`config.mk`:
```
export PLATFORM = sky130hd
export DESIGN_NAME = tinker_mem_arbiter
export DESIGN_NICKNAME = d
export VERILOG_FILES = /design/src/rtl/tinker_mem_arbiter.sv
export SDC_FILE = /design/constraint.sdc
export NUM_CORES = 1
export LEC_CHECK = 0
export CORE_AREA = 2 2 196 198
export DETAILED_ROUTE_END_ITERATION = 10
export DIE_AREA = 0 0 198 200
export PLACE_DENSITY = 0.47
export SYNTH_ARGS = -nofsm -noshare
export SYNTH_HDL_FRONTEND = slang
export SYNTH_SLANG_ARGS = --single-unit
```
`constraint.sdc`:
```
create_clock -name clk -period 5.5 [get_ports clk]
set_clock_uncertainty 0.2 [all_clocks]
set_input_delay 1.1 -clock clk [delete_from_list [all_inputs] [get_ports clk]]
set_output_delay 1.1 -clock clk [all_outputs]
set_load 0.1 [all_outputs]
```
`src/rtl/tinker_mem_arbiter.sv`:
```
// Single-port memory arbiter sharing one memory port between instruction fetch and data loads/stores.
// Optional fetch-starvation guard is compiled in with `define TINKER_ARB_STARVE_EN.
module tinker_mem_arbiter #(
    parameter int STARVE_MAX = 4
) (
    input  logic        clk,
    input  logic        reset,
    input  logic        if_req,
    input  logic [63:0] if_addr,
    input  logic        if_kill,
    output logic        if_gnt,
    output logic        if_rvalid,
    output logic [31:0] if_rdata,
    input  logic        d_req,
    input  logic        d_we,
    input  logic [63:0] d_addr,
    input  logic [63:0] d_wdata,
    output logic        d_gnt,
    output logic        d_rvalid,
    output logic [63:0] d_rdata,
    output logic        mem_req,
    output logic        mem_we,
    output logic [63:0] mem_addr,
    output logic [63:0] mem_wdata,
    input  logic        mem_ready,
    input  logic        mem_rvalid,
    input  logic [63:0] mem_rdata,
    output logic        busy,
    output logic [1:0]  state_dbg
);

    // Handshake: a command transfers in the cycle mem_req && mem_ready; the winning
    // requester's gnt pulses in that same cycle, and read data returns later on mem_rvalid.
    typedef enum logic [1:0] {
        IDLE  = 2'd0,
        RD_IF = 2'd1,
        RD_D  = 2'd2
    } state_t;

    state_t state, state_nxt;
    logic   kill_q;
    logic   starve_force;
    logic   d_win, f_win;

`ifdef TINKER_ARB_STARVE_EN
    localparam int CW = ($clog2(STARVE_MAX + 1) > 3) ? $clog2(STARVE_MAX + 1) : 3;
    logic [CW-1:0] starve_cnt;

    // A killed fetch is not competing, so it cannot claim the forced win either.
    assign starve_force = (starve_cnt == CW'(STARVE_MAX)) && if_req && !if_kill;

    always_ff @(posedge clk) begin
        if (reset) begin
            starve_cnt <= '0;
        end else if (if_gnt) begin
            starve_cnt <= '0;
        end else if (d_gnt && if_req && (starve_cnt != CW'(STARVE_MAX))) begin
            starve_cnt <= starve_cnt + 1'b1;
        end
    end
`else
    assign starve_force = 1'b0;
`endif

    always_comb begin
        state_nxt = state;
        d_win     = 1'b0;
        f_win     = 1'b0;
        mem_req   = 1'b0;
        mem_we    = 1'b0;
        mem_addr  = '0;
        mem_wdata = '0;
        if_gnt    = 1'b0;
        d_gnt     = 1'b0;
        case (state)
            IDLE: begin
                d_win   = d_req && !starve_force;
                f_win   = !d_win && if_req && !if_kill;
                mem_req = d_win || f_win;
                if (d_win) begin
                    mem_we    = d_we;
                    mem_addr  = d_addr;
                    mem_wdata = d_wdata;
                end else if (f_win) begin
                    mem_addr = if_addr;
                end
                d_gnt  = d_win && mem_ready;
                if_gnt = f_win && mem_ready;
                // Stores complete on acceptance and leave the port free next cycle.
                if (if_gnt) begin
                    state_nxt = RD_IF;
                end else if (d_gnt && !d_we) begin
                    state_nxt = RD_D;
                end
            end
            RD_IF, RD_D: begin
                if (mem_rvalid) begin
                    state_nxt = IDLE;
                end
            end
            default: state_nxt = IDLE;
        endcase
    end

    always_ff @(posedge clk) begin
        if (reset) begin
            state     <= IDLE;
            kill_q    <= 1'b0;
            if_rvalid <= 1'b0;
            d_rvalid  <= 1'b0;
            if_rdata  <= '0;
            d_rdata   <= '0;
        end else begin
            state     <= state_nxt;
            if_rvalid <= 1'b0;
            d_rvalid  <= 1'b0;
            if (state == RD_IF && mem_rvalid) begin
                if_rdata  <= mem_rdata[31:0];
                if_rvalid <= !(kill_q || if_kill);
            end
            if (state == RD_D && mem_rvalid) begin
                d_rdata  <= mem_rdata;
                d_rvalid <= 1'b1;
            end
            if (state_nxt == IDLE) begin
                kill_q <= 1'b0;
            end else if (state == RD_IF && if_kill) begin
                kill_q <= 1'b1;
            end
        end
    end

    assign busy      = (state != IDLE);
    assign state_dbg = state;

endmodule

```
==> flow_summary.ini, run 1 <==
[synthesis]
synth_area_per_cell_um2 = 7.68
synthMuxAreaShare_pct = 0
synth_compound_area_share_pct = 22.7
synth_area_mm2 = 0.00472
ys_seq_elements = 101
synth_top_area_share_pct = 42.8
syn-num-nets = 883
yosysMostFrequentCell = nand2_1
yosys.area.top_type = dfxtp_1
synth-async-reset-ratio_pct = 0
yosys-top-cells-area = dfxtp_1, nand2_1, a22o_1, a21oi_1, and3_1
synth_simple_gate_area_share_pct = 26.7
yosys_warnings = 0
synth_cell_types = 26
syn_inst = 615
synthAdderAreaFrac_pct = 1.06
synth_xor_xnor_area_share_pct = 0
ys_seq_area_share_pct = 42.8
ys.flop_type = dfxtp_1
yosys-top-cells-count = nand2_1, dfxtp_1, a21oi_1
synth_top_family_by_area = simple AND/OR/NAND/NOR gates
synth-edff-count = 0

[place]
place_congestion = 1.02
placed_cells = 1571
dpl.hpwl_um = 27600
port_buffers = 496
placed_area_mm2 = 0.0101

[clock_network]
cts_buffers = 9
clk_pin_slew_ns = 0.08
cts_resized = 0
cts_sinks = 101
cts_tree = built
root_buffer = clkbuf_16
clk_latency_ns = 0.36
clk_path_buf_depth = 2
cts-htree-levels = 3
cts_hold_buf = 0
post_cts_buffers = 0

[timing]
rsz0062_at_grt = false
tightest_slew_ns = 1.08
tns_ns = 0
slew_headroom_pct = 27.8
setup_viol = 0
fin_crit_ns = 4.54
fmax_mhz = 220
period_share_pct = 82.5
hold_viol = 0
drv_slew = 0

[global_routing]
gr-total-overflow = 0
antenna_found_initial = 1
grt_pass1_vias = 6263
grt_pass1_wl_um = 46900
track_usage_pct = 16.6
grt_max_degree = 75

[power_and_ir_drop]
p_per_area_mw_per_mm2 = 262
swShare_pct = 45.1
combPwrFrac_pct = 46.9
p_leak_nw = 4.04
intPower_w = 0.00149
ir_worst_vdd_uv = 148
p_clk_share_pct = 25.4
p_sw_w = 0.00123
seq_power_share_pct = 27.7

[final_layout]
finalInstanceArea_mm2 = 0.0104
finalNonFillerCells = 1589
fin_nets = 1339
layout-drive-gt1-share_pct = 15.5
syn2layout_area_growth_pct = 120

[job]
drv_cap = 0

[worst_setup_path]
crit_required_ns = 4.20
crit_arrival_ns = 3.24
cp_max_fo = 64
critPathMaxStageDelay_ns = 0.58
critPathKind = reg -> out
start_kind = flop
crit_slowest_cell = buf_4
end_kind = output pin
path_cells = inv_1, ha_2, buf_4, inv_2, nor4b_4, buf_4, a22o_1, buf_4
cp_common_cell = buf_4

[floorplanning]
rows = 71
die_h_um = 200
die_area_mm2 = 0.0396
die_w_um = 198
start_util_pct = 12.6
io_pins = 497
core_area_mm2 = 0.0374

[hold_path]
min_path_type = reg -> reg

[routing]
drc = 0
drt-total-wl_um = 34000
via_per_inst = 3.94
drt_pre_antenna_iters = 4
first_iter_violations = 283
num_vias = 6266
wl_per_cell_um = 21.4
ant_nets = 0

[status]
status = finished clean
## power groups by stage
stage | sequential (W) | clock [W] | combinational (W)
finish | 0.000753 | 0.000691 | 0.00128
detailed placement | 0.000770 | 0 | 0.00128
global placement | 0.000770 | 0 | 0.00128
CTS | 0.000753 | 0.000734 | 0.00128
floorplan | 0.000873 | 0 | 0.000711
global route | 0.000755 | 0.000757 | 0.00132
## kinds of logic (layout without fill, tap and decap cells)
group,Yosys count,in the layout
flip-flops,101,101
AO/OA/AOI/OAI,165,165
other,0,2
adder cells (fa/ha/maj),4,4
buffers and inverters,65,526
AND/OR/NAND/NOR,280,280
## worst max-delay path: cells and delay by family, from the launching register on
| kind | cells | cell delay (ns) |
|---|---|---|
| AOI/OAI and AO/OA | 1 | 0.24 |
| adders and majority gates | 1 | 0.40 |
| DFF | 1 | 0.38 |
| and+or+nand+nor | 1 | 0.22 |
| buffers and inverters | 5 | 1.55 |
## per-layer routing
metal | track usage, % | vias to the layer above | part of all wire, %
li1 | - | 3019 | -
met1 | 20.9 | 2942 | 43
met5 | 0 | - | 0.038
met4 | 2.31 | 2 | 0.65
met2 | 25.3 | 285 | 43
met3 | 9.17 | 18 | 13
## per-stage QoR
step | util [%] | total power (W) | setup slack [ns] | hold WS [ns]
floorplan | - | 0.00158 | 1.39 | 0.199
global placement | 26.9 | 0.00205 | 1.19 | 0.241
detailed placement | 26.9 | 0.00205 | 1.13 | 0.246
CTS | 27.8 | 0.00277 | 0.980 | 0.257
global route | 27.8 | 0.00283 | 0.748 | 0.271
finish | 27.8 | 0.00272 | 0.963 | 0.254
## flip-flops by register name, indices dropped and copies added (netlist names)
name and cells:
d_rdata 64, if_rdata 32, state_dbg 2, d_rvalid 1, if_rvalid 1, kill_q 1
## cell usage in the layout, fill, tap and decap left out, types with 2 or more instances in the layout
master / count
nor2_1: 4
ha_1: 3
nand2_1: 195
buf_12: 23
inv_1: 4
inv_8: 2
buf_4: 119
dfxtp_1: 101
nor4_1: 2
and2_2: 2
or2_2: 2
and3_1: 66
clkbuf_16: 9
a22o_1: 64
a21oi_1: 99
clkdlybuf4s50_1: 362
diode_2: 2
## layout make-up
type / count / area [µm²]
Fill cell: 3995 / 27000
Timing Repair Buffer: 505 / 4980
Multi-Input combinational cell: 449 / 2400
Sequential cell: 101 / 2020
Tap cell: 511 / 639
Clock buffer: 9 / 225
Clock inverter: 7 / 93.8
Inverter: 5 / 18.8
Antenna cell: 2 / 5.00
## path summary, 6_finish.rpt
kind / from / depth (start not counted) / slack (ns) / to
hold reg to reg: d_rdata[35]$_SDFFE_PP0P_ / 2 / 0.25 / d_rdata[35]$_SDFFE_PP0P_
setup reg to reg: state_dbg[0]$_SDFF_PP0_ / 6 / 3.06 / d_rdata[27]$_SDFFE_PP0P_
setup / recovery: state_dbg[0]$_SDFF_PP0_ / 8 / 0.96 / mem_addr[45]
hold / removal: d_rdata[35]$_SDFFE_PP0P_ / 2 / 0.25 / d_rdata[35]$_SDFFE_PP0P_
Note: power is estimated with default switching activity, not from simulation.
==> inputs of run 2 (changes only) <==
- PLACE_DENSITY: 0.47 -> 0.48
- clock period: 5.5 -> 3.85 ns (I/O delays scaled with it)
==> flow_summary.ini, run 2 (synthesis results as in run 1) <==
[clock_network]
clk_path_buf_depth = 2
cts-htree-levels = 3
cts_resized = 0
cts_buffers = 9
post_cts_buffers = 0
cts_sinks = 101
cts_tree = built
cts_hold_buf = 0
clk_latency_ns = 0.36
root_buffer = clkbuf_16
clk_pin_slew_ns = 0.08

[floorplanning]
rows = 71
io_pins = 497
core_area_mm2 = 0.0374
die_h_um = 200
start_util_pct = 12.6
die_area_mm2 = 0.0396
die_w_um = 198

[power_and_ir_drop]
p_leak_nw = 4.47
p_per_area_mw_per_mm2 = 344
ir_worst_vdd_uv = 191

[final_layout]
most-common-layout-cells = clkdlybuf4s50_1, nand2_1, buf_12
fillers = 3892
largest_reg_flops = 64
layout-drive-gt1-share_pct = 16.5
fin_nets = 1346
seq_area_mm2 = 0.00202
top_register = d_rdata
final_common_cell = clkdlybuf4s50_1
diodes = 0
multi_input_area_mm2 = 0.00240
syn2layout_area_growth_pct = 150

[timing]
setup_slack_ns = 0.242
slew_headroom_pct = 30.8
setup_viol = 0
period_share_pct = 93.7
tns_ns = 0
tightest_slew_ns = 1.04
fin_crit_ns = 3.61
whs_ns = 0.241
rsz0062_at_grt = false
drv_slew = 0
hold_viol = 0
fmax_mhz = 277

[global_routing]
grt_pass1_vias = 6230
grt_max_degree = 66
track_usage_pct = 13.4
grt_pass1_wl_um = 39500
antenna_found_initial = 0
gr-total-overflow = 0

[worst_setup_path]
start_kind = flop
crit_required_ns = 2.88
critPathKind = reg -> out
crit_arrival_ns = 2.64
cp_max_fo = 28
end_kind = output pin

[hold_path]
min_path_type = reg -> reg

[place]
port_buffers = 496
dpl.hpwl_um = 21300
dp_slack_ns = 0.389
place_congestion = 0.826

[routing]
drc = 0
drt_pre_antenna_iters = 4
ant_nets = 0
via_per_inst = 3.87
drt-total-wl_um = 27600
num_vias = 6170
wl_per_cell_um = 17.3
first_iter_violations = 201

[job]
drv_cap = 0

[status]
status = finished clean
run 2: changes by cell type in the layout (fill, tap and decap cells not counted), sizes merged:
cell,before,now
bufinv,1,0
clkinv,2,3
diode,2,0
buf,143,155
clkdlybuf4s50,362,357
run 2: path summary, 6_finish.rpt:
kind,cells past startpoint,slack [ns],end,from
setup / recovery,6,0.24,mem_addr[19],state_dbg[0]$_SDFF_PP0_
hold / removal,1,0.24,if_rvalid$_SDFF_PP0_,kill_q$_SDFFE_PP0P_
setup reg to reg,5,1.89,state_dbg[0]$_SDFF_PP0_,state_dbg[0]$_SDFF_PP0_
hold reg to reg,1,0.24,if_rvalid$_SDFF_PP0_,kill_q$_SDFFE_PP0P_
run 2: report_power, final:
group / switching, W / internal, W / leakage (nW)
combinational: 0.00128 / 0.000777 / 3.51
clock: 0.000468 / 0.000461 / 0.144
sequential: 0.0000113 / 0.00106 / 0.815
total: 0.00176 / 0.00230 / 4.47
run 2: through the flow:
step	area, µm²	power, W	utilization, %	cells
3_3_place_gp	11500	0.00317	30.8	1578
2_1_floorplan	4720	0.00226	-	615
5_1_grt	11800	0.00422	31.6	1594
6_report	11800	0.00406	31.6	1594
3_5_place_dp	11500	0.00317	30.8	1578
4_1_cts	11800	0.00414	31.6	1594
run 2: layout make-up:
cell class	instances	area share, %
Clock buffer	9	1.91
Clock inverter	7	0.657
Inverter	5	0.159
Multi-Input combinational cell	449	20.3
Sequential cell	101	17.1
Tap cell	511	5.41
Timing Repair Buffer	512	54.4
run 2: critical path: stages, from the launching register on:
cell and delay [ns]:
dfxtp_1 0.37, inv_1 0.12, ha_2 0.47, and2_2 0.57, buf_4 0.25, a22o_1 0.27, buf_12 0.21
run 2: metal layers:
metal / wire length (µm) / GRT usage [%] / vias up / part of all wire, %
li1: - / - / 3036 / -
met1: 10700 / 14.8 / 2834 / 39
met2: 13400 / 23.5 / 279 / 49
met3: 3060 / 6.05 / 21 / 11
met4: 387 / 3.09 / 0 / 1.4
met5: 0 / 0 / - / 0
==> inputs of run 3 (changes only) <==
- ABC_CLOCK_PERIOD_IN_PS: default -> 3850
- CORE_AREA: 2 2 196 198 -> 4 4 192 194
- DIE_AREA: 0 0 198 200 -> 0 0 196 198
- GPL_TIMING_DRIVEN: default -> 1
- PLACE_DENSITY: 0.48 -> 0.51
==> flow_summary.ini, run 3 (synthesis results as in run 1) <==
[place]
port_buffers = 496
dpl.hpwl_um = 23600
placed_cells = 1528
place_congestion = 0.969

[hold_path]
min_path_type = reg -> reg
hold-path-endpoint = if_rvalid$_SDFF_PP0_
min_path_cells = 1
min_from = kill_q$_SDFFE_PP0P_

[global_routing]
grt_max_degree = 65
track_usage_pct = 14.1
grt_pass1_wl_um = 41400
gr-total-overflow = 0
antenna_found_initial = 3
grt_pass1_vias = 6284

[timing]
tightest_slew_ns = 1.03
setup_viol = 0
drv_slew = 0
tns_ns = 0
hold_viol = 0
fmax_mhz = 287
rsz0062_at_grt = false
fin_crit_ns = 3.48
period_share_pct = 90.4
slew_headroom_pct = 31.0

[final_layout]
seq_area_mm2 = 0.00202
top_register = d_rdata
fin_nets = 1346
fillers = 3688
final_common_cell = clkdlybuf4s50_1
multi_input_area_mm2 = 0.00240
finalNonFillerCells = 1548
most-common-layout-cells = clkdlybuf4s50_1, nand2_1, dfxtp_1
syn2layout_area_growth_pct = 139
layout-drive-gt1-share_pct = 16.3
largest_reg_flops = 64

[power_and_ir_drop]
combPwrFrac_pct = 49.4
intPower_w = 0.00229
p_leak_nw = 4.34
p_clk_share_pct = 23.8
swShare_pct = 43.1
ir_worst_vdd_uv = 189
p_sw_w = 0.00173
seq_power_share_pct = 26.8
p_per_area_mw_per_mm2 = 356

[worst_setup_path]
start_kind = flop
r2r_setup_slack_ns = 1.77
cp_max_fo = 64
r2r_cells = 6
reg2reg_to = d_rdata[15]$_SDFFE_PP0P_
end_kind = output pin
crit_arrival_ns = 2.51
crit_required_ns = 2.88
startpoint = state_dbg[0]$_SDFF_PP0_
regToRegStartpoint = state_dbg[0]$_SDFF_PP0_
critPathKind = reg -> out

[routing]
drc = 0
via_per_inst = 4.00
first_iter_violations = 264
wl_per_cell_um = 19.0
num_vias = 6195
drt_pre_antenna_iters = 6
ant_nets = 0
drt-total-wl_um = 29400

[clock_network]
cts-htree-levels = 3
cts_sinks = 101
cts_hold_buf = 0
root_buffer = clkbuf_16
clk_latency_ns = 0.36
cts_resized = 0
post_cts_buffers = 0
cts_tree = built
clk_path_buf_depth = 2
cts_buffers = 9
clk_pin_slew_ns = 0.07

[floorplanning]
die_w_um = 196
die_h_um = 198
start_util_pct = 13.4
die_area_mm2 = 0.0388
io_pins = 497
core_area_mm2 = 0.0352
rows = 69

[job]
drv_cap = 0

[status]
status = finished clean
-- run 3: power groups by stage --
| stage | clock (W) | combinational, W | sequential (W) |
|---|---|---|---|
| 2_1_floorplan | 0 | 0.00102 | 0.00125 |
| 3_3_place_gp | 0 | 0.00199 | 0.00110 |
| 3_5_place_dp | 0 | 0.00199 | 0.00110 |
| 4_1_cts | 0.00101 | 0.00200 | 0.00108 |
| 5_1_grt | 0.00104 | 0.00204 | 0.00108 |
| 6_report | 0.000957 | 0.00199 | 0.00108 |
-- run 3: area by class of cell --
type | instances | share of cell area, %
Antenna cell | 4 | 0.0886
Clock buffer | 9 | 1.99
Clock inverter | 7 | 0.720
Inverter | 5 | 0.166
Multi-Input combinational cell | 449 | 21.3
Sequential cell | 101 | 17.9
Tap cell | 461 | 5.11
Timing Repair Buffer | 512 | 52.8
-- run 3: stage by stage --
stage	instance area, µm²	hold WS (ns)	setup slack, ns	total power (W)	util [%]
after global placement	11000	0.239	0.443	0.00309	31.2
final	11300	0.238	0.369	0.00402	32.1
after floorplan	4720	0.199	0.0713	0.00226	-
after detailed placement	11000	0.229	0.430	0.00309	31.2
after global routing	11300	0.272	0.165	0.00417	32.1
after CTS	11300	0.240	0.334	0.00408	32.0
-- run 3: worst max-delay path, cell delays in order, from the launching register on --
cell	delay [ns]
dfxtp_1	0.37
inv_1	0.14
ha_2	0.40
inv_2	0.14
nor4b_4	0.28
buf_12	0.30
a22o_1	0.26
buf_12	0.19
-- run 3: worst max-delay path by stage --
stage / to / cells past startpoint
after floorplan: mem_addr[10] / 7
after global placement: mem_addr[49] / 5
after detailed placement: mem_addr[49] / 5
after CTS: mem_addr[49] / 7
after global routing: mem_addr[49] / 7
final: mem_addr[49] / 7
-- run 3: routing by layer --
layer | vias up | global-route usage, % | wire length [µm]
met3 | 28 | 7.03 | 3150
met4 | 0 | 2.82 | 466
met2 | 291 | 23.4 | 13900
met5 | - | 1.60 | 0
li1 | 3034 | - | -
met1 | 2842 | 16.4 | 11900
